$ cat src/rtl/uart_rx_fifo.sv
// UART receiver: 2-flop synchroniser, runtime baud divider, configurable frame format and an
// output FIFO whose entries carry parity/framing error tags alongside the payload.
module uart_rx_fifo #(
  parameter int unsigned DATA_BITS  = 8,
  parameter int unsigned PARITY_EN  = 0,
  parameter int unsigned PARITY_ODD = 0,
  parameter int unsigned STOP_BITS  = 1,
  parameter int unsigned FIFO_DEPTH = 16,
  parameter int unsigned DIV_W      = 16
) (
  input  logic                          clk_i,
  input  logic                          rst_ni,
  input  logic                          rx_i,
  input  logic                          rx_en_i,
  input  logic [DIV_W-1:0]              cfg_div_i,
  input  logic                          clr_i,
  output logic [DATA_BITS-1:0]          data_o,
  output logic                          perr_o,
  output logic                          ferr_o,
  output logic                          valid_o,
  input  logic                          ready_i,
  output logic                          overrun_o,
  output logic                          break_o,
  output logic [$clog2(FIFO_DEPTH):0]   level_o
);

  localparam int unsigned AW = $clog2(FIFO_DEPTH);
  localparam int unsigned EW = DATA_BITS + 2;

  typedef enum logic [2:0] {
    StIdle, StStart, StData, StParity, StStop, StWaitHi
  } state_e;

  // Line synchroniser plus one history flop for falling-edge detection
  logic rx_meta_q, rxs_q, rxs_prev_q;
  always_ff @(posedge clk_i or negedge rst_ni) begin
    if (!rst_ni) begin
      rx_meta_q  <= 1'b1;
      rxs_q      <= 1'b1;
      rxs_prev_q <= 1'b1;
    end else begin
      rx_meta_q  <= rx_i;
      rxs_q      <= rx_meta_q;
      rxs_prev_q <= rxs_q;
    end
  end

  logic             start_edge;
  logic [DIV_W-1:0] div_eff;
  assign start_edge = rxs_prev_q & ~rxs_q;
  assign div_eff    = (cfg_div_i < DIV_W'(2)) ? DIV_W'(2) : cfg_div_i;

  state_e               state_q, state_d;
  logic [DIV_W-1:0]     cnt_q, cnt_d;
  logic [DIV_W-1:0]     div_q, div_d;
  logic [3:0]           bit_q, bit_d;
  logic [DATA_BITS-1:0] shift_q, shift_d;
  logic                 par_q, par_d;
  logic                 ferr_q, ferr_d;
  logic                 stop_q, stop_d;

  logic push, push_ferr, push_perr, brk_set, last_stop;
  assign last_stop = (STOP_BITS == 1) || stop_q;

  // Receive FSM and bit-timing registers
  always_ff @(posedge clk_i or negedge rst_ni) begin
    if (!rst_ni) begin
      state_q <= StIdle;
      cnt_q   <= '0;
      div_q   <= DIV_W'(2);
      bit_q   <= '0;
      shift_q <= '0;
      par_q   <= 1'b0;
      ferr_q  <= 1'b0;
      stop_q  <= 1'b0;
    end else begin
      state_q <= state_d;
      cnt_q   <= cnt_d;
      div_q   <= div_d;
      bit_q   <= bit_d;
      shift_q <= shift_d;
      par_q   <= par_d;
      ferr_q  <= ferr_d;
      stop_q  <= stop_d;
    end
  end

  // Next-state: each counting state samples rxs when cnt reaches zero, then reloads for one bit
  always_comb begin
    state_d   = state_q;
    cnt_d     = cnt_q;
    div_d     = div_q;
    bit_d     = bit_q;
    shift_d   = shift_q;
    par_d     = par_q;
    ferr_d    = ferr_q;
    stop_d    = stop_q;
    push      = 1'b0;
    push_ferr = 1'b0;
    push_perr = 1'b0;
    brk_set   = 1'b0;
    unique case (state_q)
      StIdle: begin
        if (rx_en_i && start_edge) begin
          state_d = StStart;
          div_d   = div_eff;
          cnt_d   = div_eff >> 1;
        end
      end
      StStart: begin
        if (cnt_q != '0) begin
          cnt_d = cnt_q - DIV_W'(1);
        end else if (rxs_q) begin
          state_d = StIdle;
        end else begin
          state_d = StData;
          cnt_d   = div_q - DIV_W'(1);
          bit_d   = '0;
        end
      end
      StData: begin
        if (cnt_q != '0) begin
          cnt_d = cnt_q - DIV_W'(1);
        end else begin
          shift_d = {rxs_q, shift_q[DATA_BITS-1:1]};
          cnt_d   = div_q - DIV_W'(1);
          if (bit_q == 4'(DATA_BITS - 1)) begin
            state_d = (PARITY_EN != 0) ? StParity : StStop;
            stop_d  = 1'b0;
            ferr_d  = 1'b0;
            par_d   = 1'b0;
          end else begin
            bit_d = bit_q + 4'd1;
          end
        end
      end
      StParity: begin
        if (cnt_q != '0) begin
          cnt_d = cnt_q - DIV_W'(1);
        end else begin
          par_d   = rxs_q;
          cnt_d   = div_q - DIV_W'(1);
          state_d = StStop;
        end
      end
      StStop: begin
        if (cnt_q != '0) begin
          cnt_d = cnt_q - DIV_W'(1);
        end else begin
          cnt_d = div_q - DIV_W'(1);
          if (last_stop) begin
            push      = 1'b1;
            push_ferr = ferr_q | ~rxs_q;
            push_perr = (PARITY_EN != 0) && ((^shift_q ^ par_q) != (PARITY_ODD != 0));
            brk_set   = push_ferr && (shift_q == '0) && ((PARITY_EN == 0) || !par_q);
            // A low final stop bit means the line may be in a break; wait for it to rise
            state_d   = rxs_q ? StIdle : StWaitHi;
          end else begin
            stop_d = 1'b1;
            ferr_d = ferr_q | ~rxs_q;
          end
        end
      end
      StWaitHi: begin
        if (rxs_q) state_d = StIdle;
      end
      default: state_d = StIdle;
    endcase
  end

  // Output FIFO
  logic [EW-1:0] mem_q [FIFO_DEPTH];
  logic [AW-1:0] wr_ptr_q, rd_ptr_q;
  logic [AW:0]   count_q;
  logic          overrun_q, break_q;
  logic          full, pop, do_push, ovf;
  logic [EW-1:0] head;

  assign full    = (count_q == (AW+1)'(FIFO_DEPTH));
  assign valid_o = (count_q != '0);
  assign pop     = valid_o & ready_i;
  // clr_i wins over a same-cycle push; a full FIFO still accepts when the head leaves this cycle
  assign do_push = push & (~full | pop) & ~clr_i;
  assign ovf     = push & full & ~pop & ~clr_i;

  // Pointers, occupancy and sticky status flags
  always_ff @(posedge clk_i or negedge rst_ni) begin
    if (!rst_ni) begin
      wr_ptr_q  <= '0;
      rd_ptr_q  <= '0;
      count_q   <= '0;
      overrun_q <= 1'b0;
      break_q   <= 1'b0;
    end else if (clr_i) begin
      wr_ptr_q  <= '0;
      rd_ptr_q  <= '0;
      count_q   <= '0;
      overrun_q <= 1'b0;
      break_q   <= 1'b0;
    end else begin
      if (do_push) wr_ptr_q <= wr_ptr_q + AW'(1);
      if (pop)     rd_ptr_q <= rd_ptr_q + AW'(1);
      if (do_push && !pop)      count_q <= count_q + (AW+1)'(1);
      else if (!do_push && pop) count_q <= count_q - (AW+1)'(1);
      overrun_q <= overrun_q | ovf;
      break_q   <= break_q | brk_set;
    end
  end

  // Storage array; no reset needed since reads are gated by valid_o
  always_ff @(posedge clk_i) begin
    if (do_push) mem_q[wr_ptr_q] <= {push_ferr, push_perr, shift_q};
  end

  assign head      = mem_q[rd_ptr_q];
  assign data_o    = valid_o ? head[DATA_BITS-1:0] : '0;
  assign perr_o    = valid_o & head[DATA_BITS];
  assign ferr_o    = valid_o & head[DATA_BITS+1];
  assign overrun_o = overrun_q;
  assign break_o   = break_q;
  assign level_o   = count_q;

endmodule

$ cat config.mk
export PLATFORM = sky130hd
export DESIGN_NAME = uart_rx_fifo
export DESIGN_NICKNAME = d
export VERILOG_FILES = /design/src/rtl/uart_rx_fifo.sv
export SDC_FILE = /design/constraint.sdc
export NUM_CORES = 1
export LEC_CHECK = 0
export ABC_CLOCK_PERIOD_IN_PS = 3600
export CORE_ASPECT_RATIO = 0.7
export CORE_UTILIZATION = 55
export DETAILED_ROUTE_END_ITERATION = 8
export HOLD_SLACK_MARGIN = 0.03
export PLACE_DENSITY_LB_ADDON = 0.05
export SYNTH_ARGS = -nofsm -noshare
export SYNTH_HDL_FRONTEND = slang
export SYNTH_SLANG_ARGS = --single-unit
$ cat constraint.sdc
create_clock -name clk_i -period 3.6 [get_ports clk_i]
set_input_delay 0.72 -clock clk_i [delete_from_list [all_inputs] [get_ports clk_i]]
set_output_delay 0.72 -clock clk_i [all_outputs]
set_load 0.03 [all_outputs]
# Word level (Yosys, flattened, before mapping)
# Memory sizes are Yosys's and may differ from the RTL's.
# Index checks and enable logic that the tools add are counted.
[totals] reg_bits=65 ram_bits=144 out_inout_bits=18 elab_cells=116 memories=1
[memory_table] name="mem_q" depth=16 width=9 read_ports=1 rd_clocked_by_memory_dff=0 write_ports=1 line_no="172" text="logic [EW-1:0] mem_q [FIFO_DEPTH];"
[classes] addsub=7 n_lt_le_gt_ge=1 eq_ne=17 mux=39 bitwise_logic=17 reduce_logical=21
[ops] operator="16-bit 2-to-1 mux" n=5
[ops] operator="16-bit one-hot mux with 3 select lines" n=1
[ops] operator="4-bit 2-to-1 mux" n=8
[ops] operator="16-bit by 1-bit subtractor with 16-bit output, second input constant" n=2
[ops] operator="3-bit 2-to-1 mux" n=8
[ops] operator="2-bit inequality test, second input constant" n=9
[ops] operator="3-bit one-hot mux with 6 select lines" n=1
[ops] operator="16-bit by 2-bit < comparator with 1-bit output, second input constant" n=1
[ops] operator="16-bit nonzero test" n=1
[ops] operator="5-bit 2-to-1 mux" n=3
[ops] operator="4-bit by 1-bit adder with 4-bit output, second input constant" n=3
[ops] operator="1-bit 2-to-1 mux" n=10
[ops] operator="1-bit AND" n=8
[ops] operator="8-bit zero test" n=1
[ops] operator="8-bit 2-to-1 mux" n=1
[ops] operator="4-bit one-hot mux with 2 select lines" n=1
[ops] operator="7-bit AND reduction" n=1
[ops] operator="3-bit by 2-bit equality test with 1-bit output, second input constant" n=2
[ops] operator="3-bit equality test, second input constant" n=2
[ops] operator="2-bit nonzero test" n=3
[ops] operator="3-bit nonzero test" n=2
[ops] operator="5-bit by 1-bit adder with 5-bit output, second input constant" n=1
[ops] operator="5-bit equality test, second input constant" n=1
[ops] operator="1-bit NOT" n=5
[ops] operator="other kinds (15)" n=22

# Depth between registers and ports, before layout
# Gate-level depths: netlist of run 1.
[depth] word_depth=10 mapped_depth=12 mapped_depth_nobuf=11

# Worst setup path after synthesis of run 1
# No wires, ideal clock.
[synth_timing] kind="register -> register" startpoint="register cnt_q[1]" endpoint="register count_q[4], in the netlist level_o[4]" setup_time_ns=0.131 t_arrival_ns=2.865 required_time_ns=3.469 slack_ns=0.604 stages_incl_launch_ff=13 path_buffers=1 synth_period_minus_slack_ns=2.996 path_cell_list="dfrtp_1 > nor4_1 > and4_1 > buf_4 > nand4b_4 > nor2_2 > nand2_1 > fa_1 > a21o_1 > a21oi_1 > and3_1 > o21ai_1 > nor3b_2"
[synth_between] elab_chain_cells=8 elab_cells_between_ends=11 classes_between="4 x mux; 2 x bitwise; 5 x reduce/logical"
[synth_rtl] item="from (decl)" line_no="54" text="logic [DIV_W-1:0] cnt_q, cnt_d;"
[synth_rtl] item="from (signal assigned)" line_no="78" text="cnt_q <= cnt_d;"
[synth_rtl] item="16-bit nonzero test (*)" line_no="147" text="if (cnt_q != '0) begin"
[synth_rtl] item="1-bit 2-to-1 mux (*)" line_no="147"
[synth_rtl] item="1-bit 2-to-1 mux (*)" line_no="102" text="unique case (state_q)"
[synth_rtl] item="1-bit AND (*) (2 in series)" line_no="183" text="assign do_push = push & (~full | pop) & ~clr_i;"
[synth_rtl] item="1-bit logical AND / 1-bit zero test (equally long branches)" line_no="203, 204"
[synth_rtl] item="5-bit 2-to-1 mux / 1-bit logical AND (equally long branches)" line_no="203, 204"
[synth_rtl] item="5-bit 2-to-1 mux / 3-bit nonzero test (equally long branches)"
[synth_rtl] item="to (signal assigned)" line_no="203" text="if (do_push && !pop) count_q <= count_q + (AW+1)'(1);"
[synth_rtl] item="to (signal assigned)" line_no="204" text="else if (!do_push && pop) count_q <= count_q - (AW+1)'(1);"
[synth_rtl] item="to (decl)" line_no="174" text="logic [AW:0] count_q;"
# Mark *: on every way between the ends. The rest lies on a longest branch, timed or not.
# A chain may end at the register's enable or synchronous reset.

# Worst setup path after layout of run 1
[layout_timing] startpoint="register rd_ptr_q[0]" endpoint="output port data_o[1]"
[layout_between] elab_chain_cells=2
[layout_rtl] item="from (decl)" line_no="173" text="logic [AW-1:0] wr_ptr_q, rd_ptr_q;"
[layout_rtl] item="from (signal assigned)" line_no="202" text="if (pop) rd_ptr_q <= rd_ptr_q + AW'(1);"
[layout_rtl] item="memory 16 x 9 bit"
[layout_rtl] item="8-bit 2-to-1 mux" line_no="216" text="assign data_o = valid_o ? head[DATA_BITS-1:0] : '0;"
[layout_rtl] item="to (decl)" line_no="17" text="output logic [DATA_BITS-1:0] data_o,"
# Every way passes these cells.

==> results of run 1 <==
layout make-up:
type	count	area share
inverters	7	0.00239
well taps	225	0.0256
repair buffers	75	0.0611
flip-flops and latches	209	0.543
clock inverters	11	0.0105
clock buffers	26	0.0505
multi-input cells	417	0.307
Yosys cell counts (all sizes together) (3+ instances only):
cell type	n	area (sq um)
nor4	10	77.6
edfxtp	144	4320
mux2i	6	60.1
a211oi	4	35.0
dfstp	4	105
xnor2	9	97.6
mux4	45	1010
nand4	4	31.3
a22o	3	26.3
clkbuf	16	60.1
nand2b	7	43.8
o22ai	3	18.8
and2	12	75.1
or3	9	56.3
nor3	17	100
nor2	59	229
a211o	4	35.0
nand3	12	60.1
a21oi	18	90.1
ha	11	138
and3	4	25.0
inv	7	26.3
dfrtp	61	1530
buf	15	78.8
o41ai	4	68.8
nor3b	5	42.5
o21ai	20	100
nand2	80	308
a31oi	14	87.6
mux2	9	101
xor2	8	70.1
or4	3	30.0
worst max-delay path: stages (launching register included):
cell	delay, ns
dfrtp_2	0.45
buf_12	0.23
mux4_2	0.53
mux4_2	0.50
and2_1	0.18
dlygate4sd2_1	0.35
metrics by stage:
| step | hold WS, ns | setup slack [ns] | instances | cell area (sq um) |
|---|---|---|---|---|
| after floorplan | 0.345 | 0.604 | 664 | 9490 |
| after global placement | 0.351 | 0.324 | 932 | 10300 |
| after detailed placement | 0.351 | 0.320 | 932 | 10300 |
| after CTS | 0.253 | 0.0263 | 969 | 11000 |
| after global routing | 0.284 | 0.0364 | 970 | 11000 |
| final | 0.245 | 0.139 | 970 | 11000 |
per-layer routing:
metal,GRT usage,wire length (um),up-vias
met5,0,0,-
met4,0.0442,214,0
met1,0.442,10700,3048
met3,0.0391,1900,21
li1,-,-,2685
met2,0.371,9480,271
repair_timing:
action / in CTS / in global routing
gates resized for setup: 9 / 1
setup endpoints to repair: 9 / 5
buffers inserted: 0 / 1
worst paths after layout:
check                        endpoint  slack (ns)  cells past startpoint
max                         data_o[1]        0.14                      5
min                         div_q[12]        0.25                      1
max reg2reg                level_o[4]        0.32                     11
min reg2reg                     rxs_q        0.36                      0
max in group asynchronous       rxs_q        2.49                      2
min in group clk_i              rxs_q        0.36                      0
state kept, by name (all words and copies together) (netlist names):
register	count
cnt_q	16
level_o	5
rxs_prev_q	1
overrun_o	1
mem_q	144
break_o	1
bit_q	4
rx_meta_q	1
div_q	16
wr_ptr_q	4
shift_q	8
state_q	3
rd_ptr_q	4
rxs_q	1
cells by family (layout without fill, tap and decap cells):
| kind of cell | count (synthesis) | in the layout | synth area share |
|---|---|---|---|
| buf+inv | 38 | 119 | 0.0174 |
| compound gates | 96 | 96 | 0.0742 |
| flops | 209 | 209 | 0.627 |
| xor+xnor | 17 | 17 | 0.0177 |
| other cells | 1 | 1 | 0.000395 |
| mux | 60 | 60 | 0.124 |
| fa+ha+maj | 12 | 12 | 0.0166 |
| simple gates | 231 | 231 | 0.122 |
power by group through the flow:
| stage | sequential [mW] | clock, mW | combinational, mW |
|---|---|---|---|
| after floorplan | 2.69 | 0 | 0.113 |
| after global placement | 2.71 | 0 | 0.190 |
| after detailed placement | 2.71 | 0 | 0.192 |
| after CTS | 2.66 | 2.18 | 0.192 |
| after global routing | 2.68 | 2.26 | 0.211 |
| final | 2.67 | 2.14 | 0.194 |
==> impl_metrics.ini, run 1 <==
[pwr]
p_comb_frac = 0.039
leakagePower_nw = 4.35
p_switching_mw = 1.08
power_frac_clock = 0.428
power_density_nw_per_um2 = 456
peakVddDrop_mv = 0.316
netSwitchingFraction = 0.216
seqPwrFrac = 0.533
p_total_mw = 5.00
internal-power_mw = 3.92

[sta]
slew_viol_final = 0
finalHoldViolations = 0
tightest_slew_ns = 0.980
finalSetupTns_ns = 0
grt_setup_unrepaired = no
finalSetupViolations = 0
post-route-period-util = 0.962
skew_ns = 0.0210
fin_crit_ns = 3.46
max_freq_mhz = 289
slew_headroom = 0.345

[synthesis]
synth_area_per_cell_sq_um = 14.3
syn_nets = 698
syn_area_sq_um = 9490
ys.warnings.count = 0
synth_edf_count = 144
synth_ff_type = edfxtp_1
synth_cells = 664
ys_seq_area_frac = 0.627
ys_types = 78
synthArstFlopShare = 0.311
ys_seq_elements = 209

[worst_setup_path]
start_kind = flop
critPathRequiredTime_ns = 2.88
startpoint = rd_ptr_q[0]
worst-setup-path-type = reg -> out
critPathMaxFanout = 21
end_kind = output port
r2r_start = cnt_q[1]
cp.arrival_ns = 2.74

[final_layout]
regArea_sq_um = 5960
fin_nets = 765
multi_input_area_sq_um = 3370
final_common_cell = edfxtp_1
area_growth_syn_to_layout_pct = 15.6
fill_cells = 1205
fin_util = 0.662
n_antenna_cell = 0
layout_common_cells = edfxtp_1, nand2_1, dfrtp_1
drive_gt1_frac = 0.200

[global_routing]
grtUsageTotal = 0.264
grt_overflow_total = 0
antenna_found_initial = 0
first_global_vias = 5961
grt_max_degree = 40
grt_pass1_wl_um = 35600

[clock_tree]
clock_latency_ns = 0.50
numCtsBuffers = 21
clock-sinks = 209
cts_hold_buf = 0
ctsRootBufferMaster = clkbuf_16
cts_max_level = 1
cts.clk_slew.worst_paths_ns = 0.07
cts_tree = yes
cts_buffer_depth = 3

[detailed_routing]
drtIter0Drc = 642
wl_per_cell_um = 23.0
num_vias = 6025
wl_um = 22300
drc = 0
drt.antenna.violating_nets = 0
vias_per_cell = 6.21
dr.pass1.iters = 5

[placement]
dp_hpwl_um = 14800
gp_congestion = 0.921
io_buffers = 38

[floorplan]
row_count = 39
initial_utilization = 0.572
die_h_um = 112
fp.dieW_um = 159
core_sq_um = 16600
ios = 40
die-area_sq_um = 17800

[worst_hold_path]
hold_path_class = in -> async

[run]
cap_viol_max_count = 0

[run_status]
status = finished, final reports clean
Note: power is estimated with default switching activity, not from simulation.
==> run 2, diff against run 1 <==
ABC_CLOCK_PERIOD_IN_PS = 4350   (was 3600)
CAP_MARGIN = 20   (was default)
REMOVE_ABC_BUFFERS = 1   (was default)
clock period = 4.35 ns   (was 3.6 ns; I/O delays follow)
==> run 2 against run 1 <==
Clock skew is 0.0046 ns lower; hold slack gained 0.10 ns; global-route usage shrank 0.27 points; sequential share of layout area rose by 0.36 points; first-iteration DRC count increased by 5.5%; sequential cell count unchanged; non-clock buffer count is 9 lower; sequential power decreased by 18%; core utilization decreased by 0.44 points; die area unchanged; clock power shrank 17%; register-to-register slack better by 0.45 ns; critical path type unchanged.
==> impl_metrics.ini, run 2 (synthesis gave the netlist of run 1 again) <==
[pwr]
peakVddDrop_mv = 0.344
power_density_nw_per_um2 = 379
p_switching_uw = 890
leakagePower_nw = 4.27
seqPwrFrac = 0.534
internal-power_mw = 3.24
p_comb_frac = 0.037
netSwitchingFraction = 0.216
power_frac_clock = 0.429

[sta]
finalSetupViolations = 0
skew_ns = 0.0164
post-route-period-util = 0.933
holdWs_ns = 0.348
slew_headroom = 0.363
finalSetupTns_ns = 0
fin_crit_ns = 4.06
finalHoldViolations = 0
grt_setup_unrepaired = no
tightest_slew_ns = 0.956
slew_viol_final = 0
max_freq_mhz = 247

[final_layout]
top_register = mem_q
fin_util = 0.657
area_growth_syn_to_layout_pct = 14.9
layout_common_cells = edfxtp_1, nand2_1, dfrtp_1
drive_gt1_frac = 0.190
fin_nets = 756
largestRegisters = mem_q: 144 flops, cnt_q: 16 flops, div_q: 16 flops
largest_reg_flops = 144
final_common_cell = edfxtp_1
regArea_sq_um = 5960
fill_cells = 1190
stdcell_area_sq_um = 10900
multi_input_area_sq_um = 3370
n_antenna_cell = 0

[placement]
gp_congestion = 0.926
dp_hpwl_um = 15000
placed_cell_area_sq_um = 10200
io_buffers = 38

[worst_setup_path]
crit_chain = buf_4 > mux4_2 > mux4_2 > and2_1 > clkdlybuf4s50_1
critPathMaxFanout = 10
cp.arrival_ns = 3.19
critPathRequiredTime_ns = 3.48
cpMostUsedCell = mux4_2
slowest_delay_ns = 0.59
crit_slowest_cell = clkdlybuf4s50_1
start_kind = flop
end_kind = output port
worst-setup-path-type = reg -> out

[floorplan]
die_h_um = 112
initial_utilization = 0.572
die-area_sq_um = 17800
core_sq_um = 16600
ios = 40
row_count = 39
fp.dieW_um = 159

[run_status]
status = finished, final reports clean

[clock_tree]
cts.clk_slew.worst_paths_ns = 0.06
clock_latency_ns = 0.50
cts_buffer_depth = 3
cts_hold_buf = 0
clock-sinks = 209
ctsRootBufferMaster = clkbuf_16
cts_resized = 0
numCtsBuffers = 21
cts_max_level = 1
cts_tree = yes
post_cts.repair.setup_buffers = 0

[detailed_routing]
wl_per_cell_um = 23.2
drt.antenna.violating_nets = 0
drtIter0Drc = 677
wl_um = 22300
drc = 0
dr.pass1.iters = 5
num_vias = 6003
vias_per_cell = 6.24

[global_routing]
grtUsageTotal = 0.262
grt_max_degree = 40
grt_overflow_total = 0
grt_pass1_wl_um = 35200
first_global_vias = 5954
antenna_found_initial = 0

[worst_hold_path]
hold_path_class = reg -> reg

[run]
cap_viol_max_count = 0
## run 2: cell count changes in the layout (fill, tap and decap cells not counted), sizes merged
cell / before / now
clkinv: 5 / 7
buf: 38 / 29
dlygate4sd2: 9 / 0
clkinvlp: 2 / 1
clkdlybuf4s50: 28 / 37
## run 2: power by group through the flow
stage / sequential (mW) / combinational (mW) / clock [mW]
3_5_place_dp: 2.24 / 0.152 / 0
2_1_floorplan: 2.23 / 0.0863 / 0
5_1_grt: 2.21 / 0.170 / 1.89
6_report: 2.20 / 0.155 / 1.77
4_1_cts: 2.20 / 0.153 / 1.79
3_3_place_gp: 2.24 / 0.148 / 0
## run 2: final cells by class
type / instances / area share
Clock buffer: 26 / 0.0508
Timing Repair Buffer: 66 / 0.0549
Sequential cell: 209 / 0.546
Clock inverter: 12 / 0.0106
Multi-Input combinational cell: 417 / 0.309
Inverter: 7 / 0.00241
Tap cell: 225 / 0.0258
## run 2: path summary, 6_finish.rpt
check / from / to / slack, ns / cells past startpoint
min: rx_meta_q / rxs_q / 0.35 / 0
max in group asynchronous: rst_ni / rx_meta_q / 2.90 / 2
max reg2reg: cnt_q[1] / level_o[4] / 0.77 / 11
min reg2reg: rx_meta_q / rxs_q / 0.35 / 0
min in group asynchronous: rst_ni / rd_ptr_q[2] / 0.49 / 1
max: rd_ptr_q[0] / data_o[1] / 0.29 / 5
## run 2: per-layer routing
layer	wire, um	global-route usage	up-vias
li1	-	-	2661
met1	10400	0.430	2991
met2	9310	0.358	324
met3	2320	0.0607	27
met4	285	0.0436	0
met5	0	0	-
## run 2: worst max-delay path, delay by kind of cell, from the launching register on
| family | cells | cell delay (ns) |
|---|---|---|
| buffers and inverters | 2 | 0.88 |
| flip-flops | 1 | 0.56 |
| multiplexers | 2 | 1.08 |
| AND/OR/NAND/NOR | 1 | 0.18 |
## run 2: metrics by stage
stage	std cells	setup slack [ns]	power, mW
after global routing	962	0.181	4.27
after global placement	923	0.804	2.39
final	962	0.293	4.13
after detailed placement	923	0.765	2.39
after CTS	961	0.261	4.15
after floorplan	633	0.537	2.31
